## config.mk

```make
export PLATFORM = sky130hd
export DESIGN_NAME = sdram_image_writer
export DESIGN_NICKNAME = d
export VERILOG_FILES = /design/src/rtl/sdram_image_writer.sv
export SDC_FILE = /design/constraint.sdc
export NUM_CORES = 1
export LEC_CHECK = 0
export BUFFER_PORTS_ARGS = -buffer_cell sky130_fd_sc_hd__buf_2
export CORE_ASPECT_RATIO = 0.9
export CORE_MARGIN = 10
export CORE_UTILIZATION = 35
export CTS_BUF_LIST = sky130_fd_sc_hd__clkbuf_8 sky130_fd_sc_hd__clkbuf_16
export DETAILED_ROUTE_END_ITERATION = 16
export GPL_TIMING_DRIVEN = 1
export SYNTH_ARGS = -nofsm -noshare
export SYNTH_HDL_FRONTEND = slang
export SYNTH_SLANG_ARGS = --single-unit
```

## constraint.sdc

```tcl
create_clock -name clk -period 2.2 [get_ports clk]
set_clock_uncertainty 0.05 [all_clocks]
set_input_delay 0.22 -clock clk [delete_from_list [all_inputs] [get_ports clk]]
set_output_delay 0.22 -clock clk [all_outputs]
set_load 0.02 [all_outputs]
```

## src/rtl/sdram_image_writer.sv

```systemverilog
// sdram_image_writer: streams an IMG_WIDTH x IMG_HEIGHT image from a synchronous ROM into SDRAM
// using page-mode writes (one ACTIVATE per row, back-to-back BL1 WRITEs, one PRECHARGE per page).
// Optional macro REFRESH_EN: services AUTO REFRESH requests at row boundaries only.
module sdram_image_writer #(
    parameter int IMG_WIDTH  = 320,
    parameter int IMG_HEIGHT = 240,
    parameter int PIX_W      = 3,
    parameter int COL_BITS   = 8,
    parameter int ROW_BITS   = 12,
    parameter int BANK_BITS  = 2,
    parameter int BASE_ADDR  = 0,
    parameter int T_RCD      = 3,
    parameter int T_WR       = 2,
    parameter int T_RP       = 3,
    parameter int T_RFC      = 9,
    localparam int NPIX      = IMG_WIDTH * IMG_HEIGHT,
    localparam int IDX_W     = (NPIX > 1) ? $clog2(NPIX) : 1
) (
    input  logic                 clk,
    input  logic                 rst,
    input  logic                 init_done,
    input  logic                 start,
    output logic                 busy,
    output logic                 done,
    output logic [IDX_W-1:0]     rom_addr,
    input  logic [PIX_W-1:0]     rom_data,
    output logic                 cs_n,
    output logic                 ras_n,
    output logic                 cas_n,
    output logic                 we_n,
    output logic [ROW_BITS-1:0]  addr,
    output logic [BANK_BITS-1:0] ba,
    output logic                 cke,
    output logic [15:0]          dq_out,
`ifdef REFRESH_EN
    input  logic                 refresh_req,
    output logic                 refresh_ack,
`endif
    output logic                 dq_oe
);

    localparam int LIN_W = COL_BITS + ROW_BITS + BANK_BITS;
    // Wait counters count down to zero; the entry command itself is one of the T cycles.
    localparam logic [7:0] RCD_LD = 8'((T_RCD > 1) ? T_RCD - 2 : 0);
    localparam logic [7:0] WR_LD  = 8'((T_WR  > 1) ? T_WR  - 2 : 0);
    localparam logic [7:0] RP_LD  = 8'((T_RP  > 1) ? T_RP  - 2 : 0);
    localparam logic [7:0] RFC_LD = 8'((T_RFC > 1) ? T_RFC - 2 : 0);
    // Clears A10 on WRITE so the bank stays open (no auto-precharge).
    localparam logic [ROW_BITS-1:0] NO_AP_MASK = ~(ROW_BITS'(1) << 10);
    localparam logic [IDX_W-1:0]    LAST_K     = IDX_W'(NPIX - 1);

    if (PIX_W < 1 || PIX_W > 16 || T_RCD < 1 || T_WR < 1 || T_RP < 1 || T_RFC < 1 || NPIX < 1) begin : g_bad_param
        $error("sdram_image_writer: illegal parameter set");
    end

    typedef enum logic [3:0] {
        S_IDLE, S_ACTIVATE, S_WAIT_RCD, S_WRITE, S_WAIT_WR,
        S_PRECHARGE, S_WAIT_RP, S_DONE
`ifdef REFRESH_EN
        , S_REFRESH, S_WAIT_RFC
`endif
    } state_t;

    state_t               state;
    logic [IDX_W-1:0]     k;      // current pixel index
    logic [LIN_W-1:0]     lin;    // linear SDRAM word address of pixel k
    logic [7:0]           cnt;
    logic                 last_pix;
    logic                 page_end;
    logic                 rp_exit;
`ifdef REFRESH_EN
    logic                 fin;    // image finished; refresh exits to DONE instead of ACTIVATE
    logic                 rfc_exit;
`endif

    logic [COL_BITS-1:0]  col;
    logic [ROW_BITS-1:0]  row;
    logic [BANK_BITS-1:0] bank;

    assign col      = lin[COL_BITS-1:0];
    assign row      = lin[COL_BITS +: ROW_BITS];
    assign bank     = lin[COL_BITS+ROW_BITS +: BANK_BITS];
    assign last_pix = (k == LAST_K);
    assign page_end = &col;
    assign rp_exit  = ((state == S_PRECHARGE) && (T_RP <= 1)) || ((state == S_WAIT_RP) && (cnt == 8'd0));
`ifdef REFRESH_EN
    assign rfc_exit    = ((state == S_REFRESH) && (T_RFC <= 1)) || ((state == S_WAIT_RFC) && (cnt == 8'd0));
    assign refresh_ack = (state == S_REFRESH);
`endif
    assign cke    = 1'b1;
    assign dq_out = 16'(rom_data);

    // Sequencer: walks the pixels, tracks the SDRAM address and enforces inter-command gaps
    always_ff @(posedge clk or posedge rst) begin
        if (rst) begin
            state    <= S_IDLE;
            busy     <= 1'b0;
            done     <= 1'b0;
            rom_addr <= '0;
            k        <= '0;
            lin      <= '0;
            cnt      <= '0;
`ifdef REFRESH_EN
            fin      <= 1'b0;
`endif
        end else if (!init_done) begin
            // Abandon the copy; the init sequencer re-initialises the device, so no precharge.
            state <= S_IDLE;
            busy  <= 1'b0;
            done  <= 1'b0;
        end else begin
            case (state)
                S_IDLE, S_DONE: begin
                    if (start) begin
                        busy     <= 1'b1;
                        done     <= 1'b0;
                        k        <= '0;
                        rom_addr <= '0;
                        lin      <= LIN_W'(BASE_ADDR);
`ifdef REFRESH_EN
                        fin      <= 1'b0;
                        state    <= refresh_req ? S_REFRESH : S_ACTIVATE;
`else
                        state    <= S_ACTIVATE;
`endif
                    end
                end
                S_ACTIVATE: begin
                    if (T_RCD > 1) begin
                        state <= S_WAIT_RCD;
                        cnt   <= RCD_LD;
                    end else begin
                        state    <= S_WRITE;
                        rom_addr <= k + IDX_W'(1);
                    end
                end
                S_WAIT_RCD: begin
                    if (cnt == 8'd0) begin
                        state    <= S_WRITE;
                        rom_addr <= k + IDX_W'(1);   // prefetch: ROM[k+1] lands in the next WRITE
                    end else begin
                        cnt <= cnt - 8'd1;
                    end
                end
                S_WRITE: begin
                    if (page_end || last_pix) begin
                        if (T_WR > 1) begin
                            state <= S_WAIT_WR;
                            cnt   <= WR_LD;
                        end else begin
                            state <= S_PRECHARGE;
                        end
                    end else begin
                        k        <= k + IDX_W'(1);
                        lin      <= lin + LIN_W'(1);
                        rom_addr <= rom_addr + IDX_W'(1);
                    end
                end
                S_WAIT_WR: begin
                    if (cnt == 8'd0) state <= S_PRECHARGE;
                    else             cnt   <= cnt - 8'd1;
                end
                S_PRECHARGE, S_WAIT_RP: begin
                    if (rp_exit) begin
                        // Row boundary: advance to the first pixel of the next page.
                        if (!last_pix) begin
                            k        <= k + IDX_W'(1);
                            lin      <= lin + LIN_W'(1);
                            rom_addr <= k + IDX_W'(1);
                        end
`ifdef REFRESH_EN
                        fin <= last_pix;
                        if (refresh_req) begin
                            state <= S_REFRESH;
                        end else
`endif
                        if (last_pix) begin
                            state <= S_DONE;
                            busy  <= 1'b0;
                            done  <= 1'b1;
                        end else begin
                            state <= S_ACTIVATE;
                        end
                    end else if (state == S_PRECHARGE) begin
                        state <= S_WAIT_RP;
                        cnt   <= RP_LD;
                    end else begin
                        cnt <= cnt - 8'd1;
                    end
                end
`ifdef REFRESH_EN
                S_REFRESH, S_WAIT_RFC: begin
                    if (rfc_exit) begin
                        if (fin) begin
                            state <= S_DONE;
                            busy  <= 1'b0;
                            done  <= 1'b1;
                        end else begin
                            state <= S_ACTIVATE;
                        end
                    end else if (state == S_REFRESH) begin
                        state <= S_WAIT_RFC;
                        cnt   <= RFC_LD;
                    end else begin
                        cnt <= cnt - 8'd1;
                    end
                end
`endif
                default: state <= S_IDLE;
            endcase
        end
    end

    // SDRAM command decode from the registered state; anything not listed is a NOP
    always_comb begin
        cs_n  = 1'b1;
        ras_n = 1'b1;
        cas_n = 1'b1;
        we_n  = 1'b1;
        addr  = '0;
        ba    = '0;
        dq_oe = 1'b0;
        case (state)
            S_ACTIVATE: begin
                cs_n  = 1'b0;
                ras_n = 1'b0;
                addr  = row;
                ba    = bank;
            end
            S_WRITE: begin
                cs_n  = 1'b0;
                cas_n = 1'b0;
                we_n  = 1'b0;
                addr  = ROW_BITS'(col) & NO_AP_MASK;
                ba    = bank;
                dq_oe = 1'b1;
            end
            S_PRECHARGE: begin
                // addr stays zero: A10 low selects single-bank precharge
                cs_n  = 1'b0;
                ras_n = 1'b0;
                we_n  = 1'b0;
                ba    = bank;
            end
`ifdef REFRESH_EN
            S_REFRESH: begin
                cs_n  = 1'b0;
                ras_n = 1'b0;
                cas_n = 1'b0;
            end
`endif
            default: ;
        endcase
    end

endmodule

```

==> results of run 1 <==
==> kinds of logic after synthesis <==
family	after synthesis	synth area share
simple gates	188	0.208
compound gates	192	0.282
buf+inv	79	0.0847
other cells	2	0.00157
xor+xnor	18	0.0329
flops	69	0.361
mux	9	0.0201
fa+ha+maj	4	0.0105
==> cells in the mapped netlist, types with 5 or more instances <==
cell type  instances  share of area
dfrtp_1           69           0.36
a31oi_1           53          0.069
nand2_1           53          0.042
nor2_1            27          0.021
clkbuf_1          25          0.020
o21ai_0           23          0.024
a21oi_1           21          0.022
inv_1             21          0.016
a22o_1            20          0.037
buf_4             18          0.028
and3_1            15          0.020
nand3_1           15          0.016
nand4_1           14          0.018
nor3_1            13          0.014
o211ai_1          13          0.020
or2_2             13          0.017
xor2_1            12          0.022
nor4_1            10          0.013
buf_2              9         0.0094
o21a_1             6         0.0094
o32ai_1            6          0.011
xnor2_1            6          0.011
and4_1             5         0.0091
nor2b_1            5         0.0065
==> cell type report <==
cell class,count,area share
well taps,168,0.0341
repair buffers,124,0.152
clock buffers,11,0.0410
flip-flops and latches,69,0.280
clock inverters,5,0.0120
multi-input cells,425,0.468
inverters,21,0.0132
==> registers in the layout (all words and copies together) (netlist names) <==
| signal | flops |
|---|---|
| busy | 1 |
| k | 17 |
| lin | 22 |
| rom_addr | 17 |
| cnt | 8 |
| done | 1 |
| state | 3 |
==> how the worst max path moves through the flow <==
stage / from / to / slack, ns
2_1_floorplan: cnt[0] / k[3] / 0.00007
3_3_place_gp: cnt[0] / rom_addr[16] / -0.1
3_5_place_dp: cnt[0] / rom_addr[1] / -0.09
4_1_cts: cnt[0] / k[3] / -0.03
5_1_grt: cnt[0] / k[3] / -0.11
6_report: cnt[0] / k[3] / -0.02
==> per-stage QoR <==
| step | utilization | cells | setup TNS [ns] |
|---|---|---|---|
| after global routing | 0.461 | 823 | -1.71 |
| final | 0.461 | 823 | -0.0177 |
| after CTS | 0.440 | 814 | -0.0574 |
| after floorplan | - | 573 | 0 |
| after detailed placement | 0.412 | 795 | -1.79 |
| after global placement | 0.412 | 795 | -2.32 |
==> power by group through the flow <==
stage	Sequential [mW]	Combinational [mW]	Clock, mW
6_report	1.54	2.43	1.62
2_1_floorplan	1.56	1.30	0
3_5_place_dp	1.54	2.07	0
4_1_cts	1.53	2.12	1.65
5_1_grt	1.55	2.62	1.70
3_3_place_gp	1.54	2.04	0
==> layer usage <==
metal | vias up | track usage
met3 | 20 | 0.0440
li1 | 2272 | -
met1 | 2373 | 0.204
met5 | - | 0
met2 | 190 | 0.238
met4 | 0 | 0.0504
==> what timing repair did <==
| item | 4_1_cts | 5_1_grt |
|---|---|---|
| gates cloned | 0 | 4 |
| setup endpoints to repair | 62 | 73 |
| hold endpoints to repair | 69 | 0 |
| pin swaps | 0 | 15 |
| setup buffers | 2 | 5 |
| resized for setup | 7 | 53 |
| hold buffers | 1 | 0 |
==> flow_metrics.env, run 1 <==
export IMPL_outcome="complete, but fails checks"
export IMPL_failed_checks="setup timing"
export IMPL_antenna_left=0
export IMPL_drv_cap=0
export IMPL_synth_seq_cells=69
export IMPL_p_int_mw=3.49
export IMPL_crit_fanout=5
export IMPL_dr_total_vias=4855
export IMPL_grt_pass1_wl_mm=23.3
export IMPL_min_path_cells=2
export IMPL_switching_share=0.376
export IMPL_final_net_count=661
export IMPL_routedLengthMet1_mm=6.91
export IMPL_cp_buffers_inverters=3
export IMPL_power_mw=5.59
export IMPL_finalHoldViolCount=0
export IMPL_timing_rr_start="cnt[0]"
export IMPL_ff2ff_path_depth=9
export IMPL_synthFlopType="dfrtp_1"
export IMPL_min_to="state[2]"
export IMPL_maxUsedRoutingLayer="met4"
export IMPL_fin_hold_ws_ns=0.142
export IMPL_cts_made_buffers=9
export IMPL_maxSlewViolCount=0
export IMPL_final_cell_area_mm2=0.00616
export IMPL_slew_headroom=0.612
export IMPL_reg2reg_slack_ns=-0.02
export IMPL_cp_slowest_cell="dfrtp_1"
export IMPL_ys_seq_area_frac=0.361
export IMPL_rsz0062_at_grt="true"
export IMPL_clk_latency_ns=0.35
export IMPL_rows=40
export IMPL_powerDensity_mw_per_mm2=907
export IMPL_clk_pin_slew_ns=0.05
export IMPL_p_seq_frac=0.275
export IMPL_crit_path_end_kind="flip-flop"
export IMPL_nFillCells=1278
export IMPL_drt_wl_total_mm=15.1
export IMPL_gr_usage_all_layers=0.154
export IMPL_wl_met2_mm=7.05
export IMPL_final_cell_mix="dfrtp_1 (69), buf_4 (69), nand2_1 (52)"
export IMPL_diodes=0
export IMPL_clock_power_share=0.290
export IMPL_fmax_mhz=451
export IMPL_tightestPinTransition_ns=0.581
export IMPL_startpoint_type="flip-flop"
export IMPL_final_setup_viol_count=1
export IMPL_cp_top_family="simple AND/OR/NAND/NOR gates"
export IMPL_core_mm2=0.0134
export IMPL_drtPass1Iterations=6
export IMPL_grt_pass1_vias=4545
export IMPL_cp_slowest_stage_delay_ns=0.39
export IMPL_ios=62
export IMPL_ff_latch_area_mm2=0.00173
export IMPL_grt_overflow=0
export IMPL_hp_class="input port to flip-flop"
export IMPL_dpl_cell_area_mm2=0.00550
export IMPL_wl_met3_um=998
export IMPL_die_h_um=131
export IMPL_drc=0
export IMPL_cts_tree="done"
export IMPL_fp_dieArea_mm2=0.0188
export IMPL_area_growth_pct=28.8
export IMPL_leakagePower_nw=2.68
export IMPL_path_class="flip-flop to flip-flop"
export IMPL_min_from="init_done"
export IMPL_clockBufferDepth=2
export IMPL_min_period_ns=2.22
export IMPL_die_x_um=143
export IMPL_numClockSinks=69
export IMPL_syn_inst=561
export IMPL_drive_gt1_frac=0.296
export IMPL_async_flop_share=1.00
export IMPL_peakVddDrop_mv=0.394
export IMPL_grt_max_degree=70
export IMPL_cp_depth=9
export IMPL_wire_per_inst_um=18.4
export IMPL_gp_congestion=0.916
export IMPL_setup_ws_ns=-0.0177
export IMPL_dp_hpwl_mm=10.3
export IMPL_antenna_found_initial=0
export IMPL_dpl_worst_slack_ns=-0.0888
export IMPL_start_util=0.358
export IMPL_synth_cell_type_count=67
export IMPL_switchingPower_mw=2.10
export IMPL_avgSynthCellArea_um2=8.53
export IMPL_synth_edff_count=0
export IMPL_cp_arrival_ns=2.39
export IMPL_multi_input_area_mm2=0.00289
export IMPL_io_buffers=41
export IMPL_p_comb_frac=0.436
export IMPL_reg2reg_to="k[3]"
export IMPL_crit_chain="inv_2 > ha_2 > nor4b_4 > buf_4 > nand2_4 > a21bo_4 > nor3_4 > buf_6 > mux2_4"
export IMPL_drt_vias_per_instance=5.90
export IMPL_finalCritPeriodShare=1.01
export IMPL_synth_warnings=0
export IMPL_drt_iter0_drc=438
export IMPL_syn_area_mm2=0.00479
export IMPL_root_buffer="clkbuf_16"
export IMPL_htreeDepth=3
export IMPL_crit_required_ns=2.37
Power figures use the tool's default switching activity.
==> run 2: changes to the inputs <==
--- a/config.mk
+++ b/config.mk
@@ -11,7 +11,7 @@
 export CORE_UTILIZATION = 35
 export CTS_BUF_LIST = sky130_fd_sc_hd__clkbuf_8 sky130_fd_sc_hd__clkbuf_16
 export DETAILED_ROUTE_END_ITERATION = 16
-export GPL_TIMING_DRIVEN = 1
+export GPL_TIMING_DRIVEN = 0
 export SYNTH_ARGS = -nofsm -noshare
 export SYNTH_HDL_FRONTEND = slang
 export SYNTH_SLANG_ARGS = --single-unit
==> flow_metrics.env, run 2 (same netlist as run 1, synthesis figures left out) <==
export IMPL_cts_made_buffers=9
export IMPL_dpl_cell_area_mm2=0.00530
export IMPL_fmax_mhz=459
export IMPL_diodes=0
export IMPL_grt_pass1_wl_mm=26.1
export IMPL_clockBufferDepth=2
export IMPL_drt_wl_total_mm=16.7
export IMPL_leakagePower_nw=2.78
export IMPL_cts_tree="done"
export IMPL_dpl_cell_count=786
export IMPL_drive_gt1_frac=0.350
export IMPL_powerDensity_mw_per_mm2=876
export IMPL_hp_class="input port to flip-flop"
export IMPL_dr_total_vias=5064
export IMPL_final_cell_area_mm2=0.00661
export IMPL_gp_congestion=0.933
export IMPL_gr_usage_all_layers=0.174
export IMPL_final_net_count=675
export IMPL_fin_cells=837
export IMPL_peakVddDrop_mv=0.388
export IMPL_numClockSinks=69
export IMPL_top_regs="lin (22), k (17), rom_addr (17)"
export IMPL_grt_overflow=0
export IMPL_die_x_um=143
export IMPL_top_register="lin"
export IMPL_ios=62
export IMPL_rsz0062_at_grt="true"
export IMPL_tightestPinTransition_ns=0.537
export IMPL_die_h_um=131
export IMPL_final_cell_mix="dfrtp_1 (63), buf_4 (61), nand2_1 (51)"
export IMPL_drt_vias_per_instance=6.05
export IMPL_drtPass1Iterations=5
export IMPL_maxSlewViolCount=0
export IMPL_io_buffers=44
export IMPL_crit_path_end_kind="flip-flop"
export IMPL_antenna_left=0
export IMPL_dp_hpwl_mm=10.9
export IMPL_largest_register_ffs=22
export IMPL_antenna_found_initial=0
export IMPL_drc=0
export IMPL_min_period_ns=2.18
export IMPL_path_class="flip-flop to flip-flop"
export IMPL_root_buffer="clkbuf_16"
export IMPL_area_growth_pct=38.0
export IMPL_grt_pass1_vias=4846
export IMPL_clk_pin_slew_ns=0.06
export IMPL_clk_latency_ns=0.35
export IMPL_slew_headroom=0.642
export IMPL_finalCritPeriodShare=0.991
export IMPL_drt_iter0_drc=461
export IMPL_htreeDepth=3
export IMPL_startpoint_type="flip-flop"
export IMPL_drv_cap=0
export IMPL_wire_per_inst_um=19.9
export IMPL_grt_max_degree=46
export IMPL_fp_dieArea_mm2=0.0188
export IMPL_final_setup_viol_count=0
export IMPL_core_mm2=0.0134
export IMPL_rows=40
export IMPL_crit_fanout=7
export IMPL_finalHoldViolCount=0
export IMPL_start_util=0.358
export IMPL_cp_arrival_ns=2.36
export IMPL_final_common_cell="dfrtp_1"
export IMPL_outcome="completed"
export IMPL_crit_required_ns=2.38
==> run 2: cell count changes in the layout (fill, tap and decap cells not counted), sizes merged <==
cell	previous run	this run
clkbuf	12	26
nor2	27	29
clkinvlp	0	1
clkinv	2	0
inv	22	23
buf	122	120
==> run 2: final cells by class <==
class / count / area (µm²)
Clock buffer: 11 / 253
Tap cell: 168 / 210
Sequential cell: 69 / 1730
Multi-Input combinational cell: 427 / 3220
Inverter: 21 / 83.8
Timing Repair Buffer: 85 / 608
Buffer: 51 / 422
Clock inverter: 5 / 75.1
Fill cell: 1211 / 6760
==> run 2: path summary, 6_finish.rpt <==
path	from	to	slack [ns]	depth (start not counted)
worst max-delay path	cnt[0]	k[3]	0.02	9
worst min-delay path	init_done	state[2]	0.15	2
worst max register to register	cnt[0]	k[3]	0.02	9
worst min register to register	lin[21]	lin[21]	0.42	1
max in group asynchronous	rst	lin[0]	1.18	4
min in group asynchronous	rst	rom_addr[5]	0.36	3
==> run 2: per-stage QoR <==
step | setup TNS (ns) | util | setup WS [ns] | hold WS (ns) | total power [mW]
after floorplan | 0 | - | 0.0000697 | 0.311 | 2.87
after global placement | -89.36 | 0.394 | -1.03 | 0.418 | 3.35
after detailed placement | -32.45 | 0.397 | -0.964 | 0.177 | 3.39
after CTS | -0.0137 | 0.459 | -0.00748 | 0.131 | 5.48
after global routing | -1.32 | 0.494 | -0.0784 | 0.140 | 6.07
final | 0 | 0.494 | 0.0194 | 0.150 | 5.79
==> run 2: layer usage <==
metal | up-vias | routed length (µm) | GRT usage | part of all wire
met3 | 36 | 1390 | 0.0592 | 0.083
met2 | 265 | 7730 | 0.273 | 0.46
met1 | 2449 | 7290 | 0.223 | 0.44
met5 | - | 0 | 0 | 0
met4 | 0 | 291 | 0.0504 | 0.017
li1 | 2314 | - | - | -
==> run 2: timing repair <==
action	in CTS	in global routing
buffers inserted	27	12
pin swaps	14	22
hold buffers	1	0
gates resized for setup	76	87
endpoints found under the hold margin	24	0
cloned	4	0
setup endpoints to repair	81	75
==> run 2: worst max-delay path, cell delays in order (launching register included) <==
cell	delay, ns
dfrtp_1	0.40
inv_2	0.09
ha_4	0.15
nor4b_4	0.19
buf_6	0.17
nand2_4	0.08
a21bo_4	0.25
nor3_4	0.20
buf_6	0.17
mux2_4	0.30
==> run 2: power by group <==
group	internal (mW)	switching (mW)	leakage (nW)	total (mW)
registers	1.40	0.176	0.935	1.58
clock network	1.05	0.574	0.164	1.62
logic	1.08	1.52	1.68	2.59
total	3.52	2.27	2.78	5.79
==> run 3: changes to the inputs <==
--- a/config.mk
+++ b/config.mk
@@ -9,7 +9,7 @@
 export CORE_ASPECT_RATIO = 0.9
 export CORE_MARGIN = 10
 export CORE_UTILIZATION = 35
-export CTS_BUF_LIST = sky130_fd_sc_hd__clkbuf_8 sky130_fd_sc_hd__clkbuf_16
+export CTS_BUF_LIST = sky130_fd_sc_hd__clkbuf_8
 export DETAILED_ROUTE_END_ITERATION = 16
 export GPL_TIMING_DRIVEN = 0
 export SYNTH_ARGS = -nofsm -noshare
==> flow_metrics.env, run 3 (same netlist as run 1, synthesis figures left out) <==
export IMPL_outcome="complete, but fails checks"
export IMPL_failed_checks="setup timing"
export IMPL_fmax_mhz=445
export IMPL_start_util=0.358
export IMPL_maxSlewViolCount=0
export IMPL_die_h_um=131
export IMPL_use_met2=0.275
export IMPL_finalHoldViolCount=0
export IMPL_powerDensity_mw_per_mm2=839
export IMPL_area_growth_pct=32.5
export IMPL_core_mm2=0.0134
export IMPL_root_buffer="clkbuf_8"
export IMPL_peakVddDrop_mv=0.316
export IMPL_final_net_count=676
export IMPL_tightestPinTransition_ns=0.504
export IMPL_grtUsageMet1=0.224
export IMPL_final_cell_area_mm2=0.00634
export IMPL_path_common_cell="buf_4"
export IMPL_diodes=0
export IMPL_cts_tree="done"
export IMPL_reg2reg_slack_ns=-0.05
export IMPL_largest_register_ffs=22
export IMPL_drive_gt1_frac=0.334
export IMPL_clockBufferDepth=2
export IMPL_grt_overflow=0
export IMPL_cts_made_buffers=9
export IMPL_drt_wl_total_mm=16.3
export IMPL_min_period_ns=2.25
export IMPL_crit_chain="buf_4 > buf_4 > and3_4 > o21ba_4 > a2111oi_2 > buf_4 > buf_4 > o211ai_1 > a22o_1"
export IMPL_numClockSinks=69
export IMPL_drv_cap=0
export IMPL_path_class="flip-flop to flip-flop"
export IMPL_grt_max_degree=46
export IMPL_drt_vias_per_instance=6.02
export IMPL_dr_total_vias=5043
export IMPL_grt_pass1_vias=4933
export IMPL_crit_path_end_kind="flip-flop"
export IMPL_ios=62
export IMPL_die_x_um=143
export IMPL_fin_cells=838
export IMPL_startpoint_type="flip-flop"
export IMPL_drc=0
export IMPL_min_to="state[2]"
export IMPL_finalCritPeriodShare=1.02
export IMPL_crit_required_ns=2.41
export IMPL_top_regs="lin (22), k (17), rom_addr (17)"
export IMPL_crit_fanout=5
export IMPL_clk_pin_slew_ns=0.08
export IMPL_clk_latency_ns=0.38
export IMPL_drtPass1Iterations=5
export IMPL_cp_slowest_cell="dfrtp_1"
export IMPL_nFillCells=1259
export IMPL_cp_slowest_stage_delay_ns=0.41
export IMPL_leakagePower_nw=2.70
export IMPL_slew_headroom=0.661
export IMPL_io_buffers=44
export IMPL_rsz0062_at_grt="true"
export IMPL_ff2ff_path_depth=9
export IMPL_grt_pass1_wl_mm=26.3
export IMPL_drt_iter0_drc=424
export IMPL_min_from="init_done"
export IMPL_hp_class="input port to flip-flop"
export IMPL_met3_usage=0.0548
export IMPL_multi_input_area_mm2=0.00306
export IMPL_gr_usage_all_layers=0.174
export IMPL_min_path_cells=2
export IMPL_busiest_layer="met2"
export IMPL_dpl_cell_count=786
export IMPL_fp_dieArea_mm2=0.0188
export IMPL_wire_per_inst_um=19.5
export IMPL_final_setup_viol_count=7
export IMPL_rows=40
export IMPL_ff_latch_area_mm2=0.00173
export IMPL_cp_top_family="compound AO/OA/AOI/OAI gates"
export IMPL_top_register="lin"
export IMPL_cp_arrival_ns=2.46
export IMPL_antenna_left=0
export IMPL_final_cell_mix="dfrtp_1 (64), buf_4 (56), nand2_1 (50)"
export IMPL_dp_hpwl_mm=10.9
export IMPL_cp_buffers_inverters=4
export IMPL_antenna_found_initial=0
export IMPL_timing_rr_start="state[1]"
export IMPL_reg2reg_to="rom_addr[7]"
export IMPL_dpl_cell_area_mm2=0.00530
export IMPL_setup_ws_ns=-0.0465
export IMPL_htreeDepth=3
export IMPL_final_common_cell="dfrtp_1"
export IMPL_gp_congestion=0.933
## run 3: area by class of cell
cell class / instances / area share
Timing Repair Buffer: 85 / 0.0949
Tap cell: 168 / 0.0331
Clock inverter: 5 / 0.0118
Inverter: 21 / 0.0136
Buffer: 52 / 0.0673
Sequential cell: 69 / 0.273
Clock buffer: 11 / 0.0239
Multi-Input combinational cell: 427 / 0.482
## run 3: what timing repair did
action                                  CTS  global route
gates resized for setup                  92            52
hold endpoints to repair                 24             0
pin swaps                                15            18
setup buffers                            28             9
endpoints found under the setup margin   81            78
cloned                                    4             0
hold buffers                              1             0
## run 3: worst register-to-register path, cell delays in order, from the launching register on
cell	delay [ns]
dfrtp_1	0.41
buf_4	0.15
buf_4	0.13
and3_4	0.19
o21ba_4	0.22
a2111oi_2	0.32
buf_4	0.19
buf_4	0.14
o211ai_1	0.09
a22o_1	0.24
## run 3: worst max path at each step
stage                         from          end  slack, ns  cells after the start
after global placement    state[1]         k[6]      -1.03                     10
after CTS                 state[0]      addr[1]     -0.003                      8
final                     state[1]  rom_addr[7]      -0.05                      9
after global routing        cnt[0]         k[3]      -0.10                      9
after detailed placement  state[1]         k[6]      -0.96                     10
after floorplan             cnt[0]         k[3]    0.00007                      8
## run 3: routing by layer
metal | part of all wire | up-vias
met5 | 0 | -
met4 | 0.014 | 0
met3 | 0.087 | 25
met2 | 0.47 | 233
met1 | 0.43 | 2461
li1 | - | 2324
## run 3: report_power, final
| part | internal (mW) | total (mW) | switching, mW |
|---|---|---|---|
| Sequential | 1.40 | 1.56 | 0.168 |
| Combinational | 1.06 | 2.53 | 1.48 |
| Clock | 0.693 | 1.22 | 0.529 |
| Total | 3.15 | 5.32 | 2.17 |
## run 3: stage by stage
step	setup TNS [ns]	hold slack (ns)	utilization	power, mW	setup slack, ns
after floorplan	0	0.311	-	2.87	0.0000697
after global placement	-89.36	0.418	0.394	3.35	-1.03
after detailed placement	-32.45	0.177	0.397	3.39	-0.964
after CTS	-0.00274	0.0973	0.455	5.10	-0.00274
after global routing	-3.11	0.103	0.475	5.59	-0.100
final	-0.147	0.109	0.475	5.32	-0.0465
